## src/rtl/pac_motion_ctrl_pkg.sv

```systemverilog
// Shared game constants, direction codes and FSM states for Pac-Man motion.
// Also imported by the renderer so screen/grid geometry stays in one place.
package pac_motion_ctrl_pkg;

   localparam logic [1:0] DIR_DOWN  = 2'b00;
   localparam logic [1:0] DIR_UP    = 2'b01;
   localparam logic [1:0] DIR_RIGHT = 2'b10;
   localparam logic [1:0] DIR_LEFT  = 2'b11;

   localparam int SCREEN_W  = 640;
   localparam int SCREEN_H  = 480;
   localparam int SPRITE    = 32;
   localparam int CELL      = 16;
   localparam int GRID_COLS = 40;
   localparam int GRID_ROWS = 30;
   localparam int NUM_BEANS = GRID_COLS * GRID_ROWS;

   typedef enum logic [2:0] {
      IDLE,
      PRQ_A,
      PRQ_B,
      PCU_A,
      PCU_B,
      MOVE,
      EAT
   } fsm_t;

   function automatic logic [10:0] abs_diff(
      input logic [10:0] a,
      input logic [10:0] b
   );
      return (a > b) ? a - b : b - a;
   endfunction

endpackage

```

## src/rtl/pac_motion_ctrl_corner_gen.sv

```systemverilog
// pac_corner_gen: combinational probe-corner generator for one step.
// Ports: x,y,dir,step,sel in; probe_x,probe_y,out_of_range out.
module pac_corner_gen
   import pac_motion_ctrl_pkg::*;
(
   input  logic [9:0] x,
   input  logic [8:0] y,
   input  logic [1:0] dir,
   input  logic [3:0] step,
   input  logic       sel,
   output logic [9:0] probe_x,
   output logic [8:0] probe_y,
   output logic       out_of_range
);

   localparam logic signed [10:0] EDGE  = 11'(SPRITE - 1);
   localparam logic signed [10:0] X_MAX = 11'(SCREEN_W - 1);
   localparam logic signed [10:0] Y_MAX = 11'(SCREEN_H - 1);

   logic signed [10:0] sx, sy, st, off, cx, cy;

   always_comb begin
      sx  = signed'({1'b0, x});
      sy  = signed'({2'b00, y});
      st  = signed'({7'd0, step});
      // sel picks the far corner along the axis perpendicular to motion
      off = sel ? EDGE : 11'sd0;
      cx  = sx;
      cy  = sy;
      unique case (dir)
         DIR_RIGHT: begin
            cx = sx + st + EDGE;
            cy = sy + off;
         end
         DIR_LEFT: begin
            cx = sx - st;
            cy = sy + off;
         end
         DIR_DOWN: begin
            cx = sx + off;
            cy = sy + st + EDGE;
         end
         DIR_UP: begin
            cx = sx + off;
            cy = sy - st;
         end
      endcase
      out_of_range = (cx < 11'sd0) || (cx > X_MAX) ||
                     (cy < 11'sd0) || (cy > Y_MAX);
      probe_x = cx[9:0];
      probe_y = cy[8:0];
   end

endmodule

```

## src/rtl/pac_motion_ctrl.sv

```systemverilog
// pac_motion_ctrl: Pac-Man position/facing/bean/score/game-over writer.
// In: clk,rst,move_tick,dir_valid,dir_req,probe_wall,ghosts. Out: probe,
// pac_x/y,state,beanmap,score,over,busy.
module pac_motion_ctrl
   import pac_motion_ctrl_pkg::*;
#(
   parameter int               STEP       = 2,
   parameter int               START_X    = 304,
   parameter int               START_Y    = 224,
   parameter logic [1199:0]    INIT_BEANS = {1200{1'b1}},
   parameter int               HIT_DIST   = 24
) (
   input  logic          clk,
   input  logic          rst,
   input  logic          move_tick,
   input  logic          dir_valid,
   input  logic [1:0]    dir_req,
   input  logic          probe_wall,
   input  logic [9:0]    ghost1x,
   input  logic [9:0]    ghost2x,
   input  logic [9:0]    ghost3x,
   input  logic [9:0]    ghost4x,
   input  logic [8:0]    ghost1y,
   input  logic [8:0]    ghost2y,
   input  logic [8:0]    ghost3y,
   input  logic [8:0]    ghost4y,
   output logic [9:0]    probe_x,
   output logic [8:0]    probe_y,
   output logic [9:0]    pac_x,
   output logic [8:0]    pac_y,
   output logic [1:0]    state,
   output logic [1199:0] beanmap,
   output logic [10:0]   score,
   output logic          over,
   output logic          busy
);

   localparam logic [3:0]  STEP_W = 4'(STEP);
   localparam logic [9:0]  STEP_X = 10'(STEP);
   localparam logic [8:0]  STEP_Y = 9'(STEP);
   localparam logic [10:0] HIT_W  = 11'(HIT_DIST);

   fsm_t        fsm, nxt;
   logic [1:0]  pending, req, mv_dir, probe_dir;
   logic        blk_a, blk_now, eat_done, probing, corner_b;
   logic [9:0]  cx;
   logic [8:0]  cy;
   logic        oor;
   logic [4:0]  row;
   logic [5:0]  col;
   logic [10:0] idx;
   logic        bean_hit, hit;
   logic [9:0]  gx [4];
   logic [8:0]  gy [4];

   assign busy     = (fsm != IDLE);
   assign probing  = (fsm == PRQ_A) || (fsm == PRQ_B) ||
                     (fsm == PCU_A) || (fsm == PCU_B);
   assign corner_b = (fsm == PRQ_B) || (fsm == PCU_B);
   assign probe_dir = ((fsm == PCU_A) || (fsm == PCU_B)) ? state : req;

   pac_corner_gen u_corner (
      .x            (pac_x),
      .y            (pac_y),
      .dir          (probe_dir),
      .step         (STEP_W),
      .sel          (corner_b),
      .probe_x      (cx),
      .probe_y      (cy),
      .out_of_range (oor)
   );

   // off-screen corners never reach the wall map
   assign blk_now = oor | probe_wall;
   assign probe_x = probing ? cx : '0;
   assign probe_y = probing ? cy : '0;

   // cell under the sprite centre
   assign row = 5'(({1'b0, pac_y} + 10'd16) >> 4);
   assign col = 6'(({1'b0, pac_x} + 11'd16) >> 4);
   assign idx = 11'(row) * 11'(GRID_COLS) + 11'(col);
   assign bean_hit = (idx < 11'(NUM_BEANS)) && beanmap[idx];

   assign gx = '{ghost1x, ghost2x, ghost3x, ghost4x};
   assign gy = '{ghost1y, ghost2y, ghost3y, ghost4y};

   always_comb begin
      hit = 1'b0;
      for (int i = 0; i < 4; i++) begin
         if (abs_diff(11'(pac_x), 11'(gx[i])) < HIT_W &&
             abs_diff(11'(pac_y), 11'(gy[i])) < HIT_W)
            hit = 1'b1;
      end
   end

   always_comb begin
      nxt = fsm;
      unique case (fsm)
         IDLE:  if (move_tick && !over) nxt = PRQ_A;
         PRQ_A: nxt = PRQ_B;
         PRQ_B: begin
            if (!(blk_a || blk_now)) nxt = MOVE;
            // fallback would re-test the same direction
            else if (req == state)   nxt = IDLE;
            else                     nxt = PCU_A;
         end
         PCU_A: nxt = PCU_B;
         PCU_B: nxt = (blk_a || blk_now) ? IDLE : MOVE;
         MOVE:  nxt = EAT;
         EAT:   nxt = IDLE;
         default: nxt = IDLE;
      endcase
   end

   always_ff @(posedge clk or posedge rst) begin
      if (rst) begin
         fsm      <= IDLE;
         pending  <= DIR_RIGHT;
         req      <= DIR_RIGHT;
         mv_dir   <= DIR_RIGHT;
         blk_a    <= 1'b0;
         eat_done <= 1'b0;
         pac_x    <= 10'(START_X);
         pac_y    <= 9'(START_Y);
         state    <= DIR_RIGHT;
         beanmap  <= INIT_BEANS;
         score    <= '0;
         over     <= 1'b0;
      end else begin
         fsm      <= nxt;
         eat_done <= (fsm == EAT);
         if (dir_valid) pending <= dir_req;
         if (hit || (eat_done && beanmap == '0)) over <= 1'b1;
         unique case (fsm)
            // snapshot so mid-probe requests wait for the next tick
            IDLE:         req   <= pending;
            PRQ_A, PCU_A: blk_a <= blk_now;
            PRQ_B:        mv_dir <= req;
            PCU_B:        mv_dir <= state;
            MOVE: begin
               state <= mv_dir;
               unique case (mv_dir)
                  DIR_RIGHT: pac_x <= pac_x + STEP_X;
                  DIR_LEFT:  pac_x <= pac_x - STEP_X;
                  DIR_DOWN:  pac_y <= pac_y + STEP_Y;
                  DIR_UP:    pac_y <= pac_y - STEP_Y;
               endcase
            end
            EAT: begin
               if (bean_hit) begin
                  beanmap[idx] <= 1'b0;
                  score        <= score + 11'd1;
               end
            end
            default: ;
         endcase
      end
   end

endmodule

```

## config.mk

```make
export PLATFORM = sky130hd
export DESIGN_NAME = pac_motion_ctrl
export DESIGN_NICKNAME = d
export VERILOG_FILES = /design/src/rtl/pac_motion_ctrl_pkg.sv /design/src/rtl/pac_motion_ctrl_corner_gen.sv /design/src/rtl/pac_motion_ctrl.sv
export SDC_FILE = /design/constraint.sdc
export NUM_CORES = 2
export LEC_CHECK = 0
export CORE_AREA = 2 2 519 521
export DETAILED_ROUTE_END_ITERATION = 16
export DIE_AREA = 0 0 521 523
export GPL_TIMING_DRIVEN = 0
export PLACE_DENSITY = 0.49
export RECOVER_POWER = 25
export SLEW_MARGIN = 10
export SYNTH_ARGS = -nofsm -noshare
export SYNTH_HDL_FRONTEND = slang
export SYNTH_SLANG_ARGS = --single-unit
```

## constraint.sdc

```tcl
create_clock -name clk -period 100.3 [get_ports clk]
set_input_delay 15.045 -clock clk [delete_from_list [all_inputs] [get_ports clk]]
set_output_delay 15.045 -clock clk [all_outputs]
set_load 0.02 [all_outputs]
```

; ---- Word-level counts from Yosys, hierarchy flattened
; Cells that the tools add are included.
; W data, S select, Z words.
[op_classes]
n_reduce_logical = 33
n_mux = 30
n_mul = 1
eq_ne = 14
addsub = 32
n_lt_le_gt_ge = 23
n_bitwise = 3
[op_table]
columns = cell, n
row1 = $and A1200 B1200 Y1200, 1
row2 = $logic_not A1200 Y1, 1
row3 = $not A1200 Y1200, 1
row4 = $lt A11 B5 Y1 const B, 8
row5 = $mux W11, 8
row6 = $sub A10 B10 Y11, 8
row7 = $sub A9 B9 Y10, 8
row8 = $pmux W11 S3, 2
row9 = $gt A10 B10 Y1, 4
row10 = $gt A9 B9 Y1, 4
row11 = $add A11 B6 Y11 const B, 2
row12 = $lt A11 B1 Y1 const B, 2
row13 = $pmux W10 S2, 1
row14 = $pmux W3 S6, 1
row15 = $pmux W9 S2, 1
row16 = $lt A11 B12 Y1 const B, 1
row17 = $add A10 B11 Y11, 1
row18 = $add A10 B2 Y11 const B, 1
row19 = $add A11 B1 Y11 const B, 1
row20 = $add A11 B11 Y11, 1
row21 = $add A11 B6 Y11, 1
row22 = $bmux W1 S11, 1
row23 = $demux W1 S11, 1
row24 = $ge A11 B1 Y1 const B, 1
row25 = other kinds (37), 75
[word_totals]
wordCells = 148
out_inout_bits = 1253
regBits = 1244
input_bits = 83

; ---- Longest topological paths before layout
[depth]
depth_word = 14
depth_mapped = 26
depth_no_buf = 17

; ---- Cells and area by module
; From an unflattened synthesis, not the netlist that was laid out.
[hier_totals]
hier_cells = 5136
hier_area_um2 = 64159.0
[by_module_without_submodules]
columns = mod, instances, seq_area_each_um2, cells_per_inst, area_per_inst_um2
row1 = pac_motion_ctrl, 1, 32593.8, 4851, 62160.9
row2 = pac_corner_gen, 1, 0.0, 285, 1998.2

; ---- Least setup slack after synthesis
; OpenSTA, ideal clock, no wires.
[synth_timing]
path_kind = register to output
from = reg pac_x[4]
to = out probe_x[8]
stages_incl_launch_ff = 15
required_time_ns = 85.255
arrival_ns = 3.405
setup_slack_ns = 81.850
path_cell_list = dfstp_2 > buf_2 > buf_4 > buf_4 > buf_2 > buf_2 > buf_4 > inv_1 > ha_1 > o31ai_1 > nand4_1 > mux2_2 > o22ai_1 > xnor2_1 > nor2_1
[synth_via]
elab_chain_len = 4
[synth_rtl]
columns = item, line_no
row1 = start: declaration, pac_motion_ctrl.sv:29  ; output logic [9:0] pac_x,
row2 = start signal: assignment, pac_motion_ctrl.sv:123  ; pac_x <= 10'(START_X);
row3 = start signal: assignment, pac_motion_ctrl.sv:143  ; DIR_RIGHT: pac_x <= pac_x + STEP_X;
row4 = start signal: assignment, pac_motion_ctrl.sv:144  ; DIR_LEFT: pac_x <= pac_x - STEP_X;
row5 = $add A10 B2 Y11, pac_motion_ctrl_corner_gen.sv:32  ; cx = sx + st + EDGE;
row6 = $add A11 B6 Y11, pac_motion_ctrl_corner_gen.sv:32
row7 = $pmux W11 S3 (*), pac_motion_ctrl_corner_gen.sv:30  ; unique case (dir)
row8 = $mux W10 (*), pac_motion_ctrl.sv:75  ; assign probe_x = probing ? cx : '0;
row9 = end: declaration, pac_motion_ctrl.sv:27  ; output logic [9:0] probe_x,
; Mark *: on every way between the ends. The rest lies on a longest branch, timed or not.

; ---- Worst setup path in the final report
; Same ends and word-level chain as after synthesis.

==> results.md <==
- The flow ran to the end, but the final reports show violations.
- The final reports fail on capacitance limit, slew limit.
- For this design, the CTS-stage hold fixing added 0 buffers.
- Combinational logic is responsible for 46.3% of the overall power.
- The ratio of final minimum period to clock period is 27.0%.
- The DRC marker count from the first detailed-route iteration is 8340.
- The first global-routing pass estimated 684000 um of wire.
- The data required time at the worst endpoint is 85.25 ns.
- The floorplan step set the die width to 521 um.
- The cell repeated most along the worst path is sky130_fd_sc_hd__clkbuf_1.
- Input and output buffers added on the ports amount to 1333.
- The worst-path cell with the longest stage delay is sky130_fd_sc_hd__clkbuf_1.
- The count of cells resized by post-cts repair is 0.
- Hold is met by 0.466 ns.
- For the worst setup path, the data arrival time is 12.07 ns.
- The number of buffer and inverter instances along the worst setup path is 8.
- In the layout the commonest cells are sky130_fd_sc_hd__clkdlybuf4s50_1, sky130_fd_sc_hd__dfstp_2, sky130_fd_sc_hd__o31a_1.
- The clock edge transition at the registers on the reported setup and hold paths is 0.06 ns.
- The total of flip-flops plus latches after synthesis is 1242.
- For this run, the top clock speed supported by timing is 36.9 MHz.
- The later pin in the worst-skew pair is clocked with a latency of 0.90 ns.
- The number of H-tree branching levels is 4.
- The synthesized design contains 0 enable-type register cells.
- The power per standard cell area is 23.0 nW/um2.
- The finished layout holds 10400 standard cells, fillers aside.
- Sequential cells were found to cover 50.2% of the synthesized design area.
- The total grt overflow is 0.
- Setup violations remaining at the end of the flow were counted as 0.
- The post-detailed-route DRC marker count is 0.
- Leaving out fill and tap cells, the most frequent cell in the layout is sky130_fd_sc_hd__clkdlybuf4s50_1.
- The number of instances in the synthesized netlist is 5164.
- The floorplan step defined a core boundary enclosing 267000 um2.
- Across the VDD grid, the largest voltage drop is 0.0266 mV.
- The kind of cell adding the most delay to the critical path is buffers and inverters.
- Setup total negative slack on the finished layout was measured at 0 ns.
- Setup repair after global routing left no endpoint under its margin.
- The sum of routed wire segments on met1 is 193000 um.
- CTS saw 1242 sinks.
- Entering global routing, the biggest net connects 118 pins.
- The clock tree root driver cell is sky130_fd_sc_hd__clkbuf_16.
- The smallest clock period supported by the final layout is computed as 27.12 ns.
- Max-cap violations in this run came to 9.
- The final layout contains routed wiring with a total length of 541000 um.
- The number of buffers added by the clock tree synthesis step is 151.
- The count of standard-cell rows is 190.
- The portion of total power attributed to the clock network is 27.8%.
- Once the floorplan was initialized, standard cells occupied 24.3% of the core.
- The number of global-route vias before repair is 61900.
- The via total after detailed routing is 65200.
- Before antenna repair, the detailed router went through 8 iterations.
- The number of warnings reported in the yosys synthesis log is 0.
- Counting tap cells, the placed design contains a total of 10100 instances.
- The die is 523 um tall.
- In the routed layout, each cell is associated on average with a via count of 6.26.
- Dividing the detail-routed wire length by the instance count gives 52.0 um.
- The share of total power in sequential cells is 25.9%.
- After synthesis, the share of flip-flops with an asynchronous set or reset is 100%.
- The TritonCTS clock tree is done.
- Across every metal layer, demand over resource in global routing totals 38.5%.
- The total net switching power is 0.978 mW.
- Summing every instance area after synthesis gives 65000 um2.
- The kind of critical path is reg -> out.
- The worst-path maximum fanout is 13.
- The die covers 272000 um2.
- At the end of the flow, the number of nets in the layout was 6967.
- Summed over all cells, the static leakage comes to 31.2 nW.
- For the final database, setup skew stands at 0.0811 ns.
- The number of top-level pins is 1336.
- The synthesized area per cell is 12.6 um2.
- The maximum buffer depth of the clock tree is 3.
- The final antenna-violating net count is 0.
- After detailed routing, the met3 layer carries 60700 um of wire.
- In this run the worst hold path is classified as reg -> reg.
- The synthesis-to-finish area growth is 36.7%.
- Among all flip-flop cells after synthesis, the most frequent one is sky130_fd_sc_hd__dfstp_2.
- Routability-driven placement finished with a final weighted congestion of 1.02.
- STA classifies the critical path startpoint as a flop.
- The share of post-route cells with drive strength above 1 is 29.7%.
- The design internal power is 1.06 mW.
- The delay of the slowest critical-path stage is 2.08 ns.
- The slew at the pin with the worst max-slew slack is 2.81 ns.
- The HPWL after detailed placement is 415000 um.
- Of the total power, the share spent switching nets is 47.9%.
- The uppermost layer routed is met5.
- The critical path goes through clkbuf_1 > clkbuf_1 > clkbuf_1 > clkbuf_1 > clkbuf_1 > clkbuf_1 > inv_1 > ha_1 > o31ai_1 > nand4_1 > mux2_2 > o22ai_1 > xnor2_1 > nor2_1 > clkdlybuf4s50_1.
- The number of pins with negative max-slew slack in the final report is 64.
- The kind of end point of the critical path is a primary output.
- The number of post-CTS setup repair buffers is 0.
- The number of library cell types mapped by synthesis is 80.
- The number of endpoints with negative hold slack in the final report is 0.
- In this run the tightest slew margin relative to its limit is -87.2%.
- The number of antenna violations at the first check in global routing is 53.
- The sum of met2 wire segment lengths after detailed routing is 234000 um.
[cells in the mapped netlist, types with 6 or more instances]
master	number	area share [%]
sky130_fd_sc_hd__inv_1	133	0.77
sky130_fd_sc_hd__a221o_1	6	0.092
sky130_fd_sc_hd__nand2_1	175	1.0
sky130_fd_sc_hd__o21a_1	16	0.18
sky130_fd_sc_hd__mux4_2	300	10
sky130_fd_sc_hd__a21oi_1	96	0.74
sky130_fd_sc_hd__a22oi_1	19	0.22
sky130_fd_sc_hd__clkbuf_1	289	1.7
sky130_fd_sc_hd__and3_1	7	0.067
sky130_fd_sc_hd__a211oi_1	15	0.17
sky130_fd_sc_hd__mux2i_1	27	0.42
sky130_fd_sc_hd__nor3_1	40	0.31
sky130_fd_sc_hd__dfrtp_1	32	1.2
sky130_fd_sc_hd__fa_1	6	0.18
sky130_fd_sc_hd__or2_2	11	0.11
sky130_fd_sc_hd__or4_1	38	0.44
sky130_fd_sc_hd__ha_1	180	3.5
sky130_fd_sc_hd__nand4_1	94	0.91
sky130_fd_sc_hd__o31a_1	1203	16
sky130_fd_sc_hd__nand3_1	42	0.32
sky130_fd_sc_hd__dfstp_2	1210	49
sky130_fd_sc_hd__nand3b_1	6	0.069
sky130_fd_sc_hd__nor2_1	87	0.50
sky130_fd_sc_hd__and2_1	7	0.067
sky130_fd_sc_hd__a21o_1	45	0.52
sky130_fd_sc_hd__nor4_1	326	3.1
sky130_fd_sc_hd__o211ai_1	11	0.13
sky130_fd_sc_hd__o21bai_1	15	0.17
sky130_fd_sc_hd__buf_2	170	1.3
sky130_fd_sc_hd__mux2_2	25	0.43
sky130_fd_sc_hd__a31oi_1	13	0.13
sky130_fd_sc_hd__and4_1	7	0.094
sky130_fd_sc_hd__o22a_1	6	0.081
sky130_fd_sc_hd__o22ai_1	151	1.5
sky130_fd_sc_hd__o21ai_0	77	0.59
sky130_fd_sc_hd__nor2b_1	35	0.34
sky130_fd_sc_hd__or3_1	7	0.067
sky130_fd_sc_hd__xor2_1	39	0.53
sky130_fd_sc_hd__a221oi_1	9	0.12
sky130_fd_sc_hd__o31ai_1	8	0.092
sky130_fd_sc_hd__xnor2_1	57	0.77
sky130_fd_sc_hd__buf_4	31	0.36
sky130_fd_sc_hd__nand2b_1	24	0.23
[power groups by stage]
stage / sequential (mW) / clock (mW) / combinational, mW
after CTS: 0.528 / 0.568 / 0.905
final: 0.528 / 0.568 / 0.945
after floorplan: 0.525 / 0 / 0.439
after global placement: 0.532 / 0 / 0.874
after detailed placement: 0.535 / 0 / 0.903
after global routing: 0.529 / 0.588 / 0.953
[path summary, 6_finish.rpt]
kind,from,end,slack (ns),cells after the start
hold / removal,score[10],score[10],0.47,1
setup reg to reg,pac_x[4],score[2],79.65,24
max in group asynchronous,rst,beanmap[532],83.48,5
setup / recovery,pac_x[4],probe_x[8],73.18,15
hold reg to reg,score[10],score[10],0.47,1
min in group asynchronous,rst,score[10],14.65,2
[per-stage QoR]
step,worst slack [ns],utilization (%),total power [mW],area [um2]
5_1_grt,73.06,33.2,2.07,88700
6_report,73.18,33.3,2.04,88800
3_5_place_dp,78.65,31.4,1.44,83800
2_1_floorplan,52.26,-,0.963,65000
3_3_place_gp,35.88,31.0,1.41,82700
4_1_cts,77.79,33.2,2.00,88800
[metal layers]
metal | up-vias | track usage (%)
li1 | 23900 | -
met5 | - | 0
met3 | 1403 | 15.1
met1 | 34500 | 43.4
met2 | 5392 | 57.7
met4 | 14 | 31.4
[sequential cells by signal (all words and copies together) (netlist names)]
signal and count:
state 2, score 11, mv_dir 2, pac_y 8, eat_done 1, pending 2, pac_x 9, req 2
fsm 3, beanmap 1200, over 1, blk_a 1
[layout make-up]
type	instances	area (um2)
fill	26900	178000
sequential	1242	32600
multi-input combinational	3291	29800
timing repair buffer	1380	14100
tap	3552	4440
clock buffer	223	4350
buffer	499	2160
clock inverter	44	636
inverter	133	507
antenna	47	118
[cells by family after synthesis]
logic type / synth area share [%]
fa+ha+maj: 3.67
compound gates: 21.6
mux: 11.3
buf+inv: 4.20
other cells: 0.00577
xor+xnor: 1.32
flops: 50.2
simple gates: 7.83
Note: power is estimated with default switching activity, not from simulation.
